[src/rtl/ahb3lite_to_apb_bridge.sv]
// AHB3-lite slave to APB4 master bridge.
// One APB SETUP/ACCESS per accepted AHB beat; PSLVERR becomes a two-cycle ERROR.
package ahb3lite_pkg;
   localparam logic [1:0] HTRANS_IDLE   = 2'b00;
   localparam logic [1:0] HTRANS_BUSY   = 2'b01;
   localparam logic [1:0] HTRANS_NONSEQ = 2'b10;
   localparam logic [1:0] HTRANS_SEQ    = 2'b11;

   localparam logic [2:0] HSIZE_BYTE  = 3'b000;
   localparam logic [2:0] HSIZE_HWORD = 3'b001;
   localparam logic [2:0] HSIZE_WORD  = 3'b010;

   localparam logic HRESP_OKAY  = 1'b0;
   localparam logic HRESP_ERROR = 1'b1;
endpackage

module ahb3lite_to_apb_bridge
   import ahb3lite_pkg::*;
#(
   parameter int HADDR_SIZE = 32,
   parameter int PADDR_SIZE = 16,
   parameter int DATA_SIZE  = 32
) (
   input  logic                  HCLK,
   input  logic                  HRESET,
   input  logic                  HSEL,
   input  logic [HADDR_SIZE-1:0] HADDR,
   input  logic [DATA_SIZE-1:0]  HWDATA,
   output logic [DATA_SIZE-1:0]  HRDATA,
   input  logic                  HWRITE,
   input  logic [2:0]            HSIZE,
   input  logic [2:0]            HBURST,
   input  logic [3:0]            HPROT,
   input  logic [1:0]            HTRANS,
   input  logic                  HMASTLOCK,
   input  logic                  HREADY,
   output logic                  HREADYOUT,
   output logic                  HRESP,
   output logic                  PSEL,
   output logic                  PENABLE,
   output logic [2:0]            PPROT,
   output logic                  PWRITE,
   output logic [3:0]            PSTRB,
   output logic [PADDR_SIZE-1:0] PADDR,
   output logic [DATA_SIZE-1:0]  PWDATA,
   input  logic [DATA_SIZE-1:0]  PRDATA,
   input  logic                  PREADY,
   input  logic                  PSLVERR
);

   typedef enum logic [2:0] {
      ST_IDLE,
      ST_LOAD,
      ST_SETUP,
      ST_ACCESS,
      ST_ERR1,
      ST_ERR2
   } state_t;

   state_t                state_q, state_d;
   logic [PADDR_SIZE-1:0] paddr_q, paddr_d;
   logic                  pwrite_q, pwrite_d;
   logic [3:0]            pstrb_q, pstrb_d;
   logic [2:0]            pprot_q, pprot_d;
   logic [DATA_SIZE-1:0]  pwdata_q, pwdata_d;
   logic [DATA_SIZE-1:0]  hrdata_q, hrdata_d;

   logic       req;
   logic       illegal;
   logic [3:0] strb;

   logic unused_ok;
   assign unused_ok = ^{HADDR[HADDR_SIZE-1:PADDR_SIZE],
                        HBURST, HMASTLOCK, HPROT[3:2]};

   assign req = HSEL & HREADY &
                (HTRANS != HTRANS_IDLE) &
                (HTRANS != HTRANS_BUSY);

   assign illegal = (HSIZE > HSIZE_WORD) |
                    ((HSIZE == HSIZE_HWORD) & HADDR[0]) |
                    ((HSIZE == HSIZE_WORD) & (HADDR[1:0] != 2'b00));

   always_comb begin
      strb = 4'hF;
      unique case (HSIZE)
         HSIZE_BYTE:  strb = 4'b0001 << HADDR[1:0];
         HSIZE_HWORD: strb = 4'b0011 << {HADDR[1], 1'b0};
         default:     strb = 4'hF;
      endcase
      if (!HWRITE) strb = 4'h0;
   end

   always_ff @(posedge HCLK) begin
      if (HRESET) begin
         state_q  <= ST_IDLE;
         paddr_q  <= '0;
         pwrite_q <= 1'b0;
         pstrb_q  <= 4'h0;
         pprot_q  <= 3'b000;
         pwdata_q <= '0;
         hrdata_q <= '0;
      end else begin
         state_q  <= state_d;
         paddr_q  <= paddr_d;
         pwrite_q <= pwrite_d;
         pstrb_q  <= pstrb_d;
         pprot_q  <= pprot_d;
         pwdata_q <= pwdata_d;
         hrdata_q <= hrdata_d;
      end
   end

   always_comb begin
      state_d   = state_q;
      paddr_d   = paddr_q;
      pwrite_d  = pwrite_q;
      pstrb_d   = pstrb_q;
      pprot_d   = pprot_q;
      pwdata_d  = pwdata_q;
      hrdata_d  = hrdata_q;
      HREADYOUT = 1'b1;
      HRESP     = HRESP_OKAY;
      PSEL      = 1'b0;
      PENABLE   = 1'b0;

      unique case (state_q)
         ST_IDLE, ST_ERR2: begin
            if (state_q == ST_ERR2) HRESP = HRESP_ERROR;
            state_d = ST_IDLE;
            if (req) begin
               paddr_d  = HADDR[PADDR_SIZE-1:0];
               pwrite_d = HWRITE;
               pstrb_d  = strb;
               pprot_d  = {~HPROT[0], 1'b1, HPROT[1]};
               state_d  = illegal ? ST_ERR1 : ST_LOAD;
            end
         end
         ST_LOAD: begin
            HREADYOUT = 1'b0;
            pwdata_d  = HWDATA;
            state_d   = ST_SETUP;
         end
         ST_SETUP: begin
            HREADYOUT = 1'b0;
            PSEL      = 1'b1;
            state_d   = ST_ACCESS;
         end
         ST_ACCESS: begin
            HREADYOUT = 1'b0;
            PSEL      = 1'b1;
            PENABLE   = 1'b1;
            if (PREADY) begin
               if (PSLVERR) begin
                  state_d = ST_ERR1;
               end else begin
                  state_d = ST_IDLE;
                  if (!pwrite_q) hrdata_d = PRDATA;
               end
            end
         end
         ST_ERR1: begin
            HREADYOUT = 1'b0;
            HRESP     = HRESP_ERROR;
            state_d   = ST_ERR2;
         end
         default: state_d = ST_IDLE;
      endcase
   end

   assign HRDATA = hrdata_q;
   assign PADDR  = paddr_q;
   assign PWRITE = pwrite_q;
   assign PSTRB  = pstrb_q;
   assign PPROT  = pprot_q;
   assign PWDATA = pwdata_q;

endmodule

[config.mk]
export PLATFORM = sky130hd
export DESIGN_NAME = ahb3lite_to_apb_bridge
export DESIGN_NICKNAME = d
export VERILOG_FILES = /design/src/rtl/ahb3lite_to_apb_bridge.sv
export SDC_FILE = /design/constraint.sdc
export NUM_CORES = 1
export LEC_CHECK = 0
export ABC_AREA = 0
export CORE_MARGIN = 2
export CORE_UTILIZATION = 39
export DETAILED_ROUTE_END_ITERATION = 8
export GPL_TIMING_DRIVEN = 0
export PLACE_DENSITY = 0.94
export SYNTH_ARGS = -nofsm -noshare
export SYNTH_HDL_FRONTEND = slang
export SYNTH_SLANG_ARGS = --single-unit
[constraint.sdc]
create_clock -name HCLK -period 4.75 [get_ports HCLK]
set_clock_uncertainty 0.05 [all_clocks]
set_input_delay 0.475 -clock HCLK [delete_from_list [all_inputs] [get_ports HCLK]]
set_output_delay 0.475 -clock HCLK [all_outputs]
set_load 0.01 [all_outputs]
==> results.txt <==
----------------------------------------------------
[Routing]
  Vias per cell ... 4.809
  Number of design-rule violations left by the first detailed-router iteration ... 138
  Number of remaining DRC errors ... 0
  Remaining antenna violation count ... 0
  Overall via count from detail_route ... 3366
  Avg WL per Cell ... 14.40 um
  DRT Wirelength ... 10080 um
  First-pass iteration count of the detailed router ... 4

[Timing]
  Final critical path time including I/O delays and setup ... 2321 ps
  Portion of the clock cycle consumed by the worst path in the final layout ... 48.85%
  Slew margin rel. ... 61.05%
  Endpoints failing setup ... 0
  Slew of the pin with the lowest slew margin ... 583.0 ps
  Setup WS post-layout ... 2429 ps
  Final max-slew violation count ... 0
  Setup tns final ... 0 ps
  Endpoints failing hold ... 0
  F_max ... 0.4309 GHz
  Unrepaired setup endpoints after global routing ... false

[Synthesis]
  Area contributors post-synth ... sky130_fd_sc_hd__dfxtp_1, sky130_fd_sc_hd__nand2_1, sky130_fd_sc_hd__a21oi_1
  Synthesized net count ... 512
  Mapped Area ... 0.003333 mm^2
  Number of instances in the synthesized netlist ... 396
  Most used standard cell by instance count after synthesis ... sky130_fd_sc_hd__nand2_1
  Predominant post-synthesis flop cell ... sky130_fd_sc_hd__dfxtp_1
  Synth async-reset ratio ... 0%
  Number of warnings printed during yosys synthesis ... 0
  Syn Area/Cell ... 8.417 um^2
  Portion of synthesized cell area occupied by the leading cell type ... 54.65%
  Register bit total from synthesis ... 91
  Commonest cells in the netlist ... sky130_fd_sc_hd__nand2_1, sky130_fd_sc_hd__dfxtp_1, sky130_fd_sc_hd__a21oi_1
  Distinct cell type count of the synthesized netlist ... 33
  Portion of the post-synthesis area used by sequential elements ... 54.65%
  Area leader, netlist ... sky130_fd_sc_hd__dfxtp_1
  Number of enable flip-flop cells after synthesis ... 0

[Critical path]
  Start-to-end type of the worst setup path ... flip-flop to primary output
  Critical path arrival ... 1800 ps
  Crit start category ... flip-flop
  Largest driver fanout on the critical path ... 8
  FF-to-FF setup slack ... 2930 ps
  Worst endpoint required time ... 4220 ps
  Element type at the critical path end ... primary output

[Job]
  Max Cap Violations ... 0

[Finish]
  Post-route core utilization ... 67.08%
  Share of cells above drive strength 1 ... 5.210%
  Number of antenna diodes ... 0
  Net count reported at finish ... 706
  Area growth from synthesis to layout ... 66.18%

[GRT]
  Number of global-route vias before repair ... 3318
  Global-route wire length before repair ... 15430 um
  Maximum number of pins on one net before global-route repair ... 15
  GRT Overall Usage ... 21.35%
  Initial antenna violation count ... 0
  Global route total overflow ... 0

[Clock network]
  Cts-stage hold buffer count ... 0
  Num CTS Buffers ... 9
  Clock latency of the later-clocked register in the worst-skew pair ... 330 ps
  Resize count post-CTS ... 0
  TritonCTS clock tree ... built
  Number of buffers added for setup after CTS ... 0
  H-tree depth reported by CTS ... 3
  Clock sinks ... 91
  Clock Pin Slew Worst Setup and Hold Paths ... 90 ps
  CTS Root Cell ... sky130_fd_sc_hd__clkbuf_8
  Buffer depth of the longest clock path ... 2

[Power and ir drop]
  Peak supply drop ... 0.2237 mV
  P_sw ... 0.3704 mW
  Clock network fraction of total power ... 37.7%
  Total internal power ... 1.287 mW
  Switching fraction of total power ... 22.35%
  Leakage power summed over all cells ... 1.912 nW
  Sequential power share ... 48.3%
  Combinational Power Share ... 14.1%
  Total power divided by cell area ... 299.2 mW/mm^2
  Overall power ... 1.657 mW

[Placement]
  Routability congestion estimate from global placement ... 0.8238
  Detail Placement HPWL ... 7780 um
  Pre-CTS worst setup slack ... 2486 ps
  PortBufs ... 183

[Worst hold path]
  Kind of path behind the tightest hold check ... flip-flop to flip-flop

[Floorplan]
  Overall die area ... 0.009303 mm^2
  Std-Cell Rows ... 33
  Floorplan core area ... 0.008258 mm^2
  Horizontal die dimension ... 96.45 um
  Die extent in y ... 96.45 um
  Number of top-level design ports ... 208
  Initial standard-cell utilization of the core ... 40.36%

[Run status]
  Run status ... complete, no violations

----------------------------------------------------
## worst max-delay path, stage by stage (launching register included)
cell and delay (ps):
sky130_fd_sc_hd__dfxtp_1 490, sky130_fd_sc_hd__nor2b_4 250, sky130_fd_sc_hd__and2_1 160, sky130_fd_sc_hd__clkdlybuf4s50_1 570
## power by group through the flow
stage | clock network, mW | registers, mW | logic (mW)
floorplan | 0 | 0.826 | 0.0745
global placement | 0 | 0.816 | 0.226
detailed placement | 0 | 0.818 | 0.233
CTS | 0.637 | 0.800 | 0.235
global route | 0.668 | 0.803 | 0.253
finish | 0.625 | 0.800 | 0.233
## area by class of cell
cell class	instances	area, um^2
inverter	1	3.754
timing repair buffer	183	1832
tap	105	131.4
multi-input combinational	277	1368
fill	679	2719
clock inverter	4	97.59
buffer	27	140.1
sequential	91	1822
clock buffer	12	145.1
## path summary, 6_finish.rpt
kind,end,cells after the start,startpoint
setup / recovery,PENABLE,3,state_q[1]
hold reg to reg,HRDATA[2],2,HRDATA[2]
hold / removal,HRDATA[2],2,HRDATA[2]
setup reg to reg,PWDATA[0],4,state_q[0]
## through the flow
step                      instances  area [um^2]  hold slack [ps]
after global placement          684         5296            391.0
after global routing            700         5539            424.3
after floorplan                 396         3333            430.5
after CTS                       700         5539            407.8
final                           700         5539            404.9
after detailed placement        684         5296            396.6
## cell families after synthesis
kind of cell	synth area share [%]
buffers and inverters	4.316
AOI/OAI and AO/OA	12.95
muxes	5.706
DFF	54.65
xor gates and xnor gates	0.5256
and+or+nand+nor	21.85
## layer usage
layer | wire length, um | global-route usage [%]
met1 | 3966 | 23.03
met2 | 5154 | 39.00
met3 | 740 | 5.663
met4 | 217 | 9.390
met5 | 0 | 0
## placed cells by master (no fill, tap or decap), drive strengths merged, types with 3 or more instances in the layout
cell           netlist  final
nand2              132    132
nor2b                3      3
mux2i               19     19
buf                 13     13
clkbuf              14     26
bufinv               0      3
a21oi               69     69
o21ai                8      8
clkdlybuf4s50        0    183
dfxtp               91     91
nor2                26     26
## flip-flops by register name (all words and copies together) (netlist names)
register / cells
HRDATA: 32
PADDR: 16
PPROT: 3
PSTRB: 4
PWDATA: 32
PWRITE: 1
state_q: 3
No activity file was read; power rests on OpenSTA's default activity.
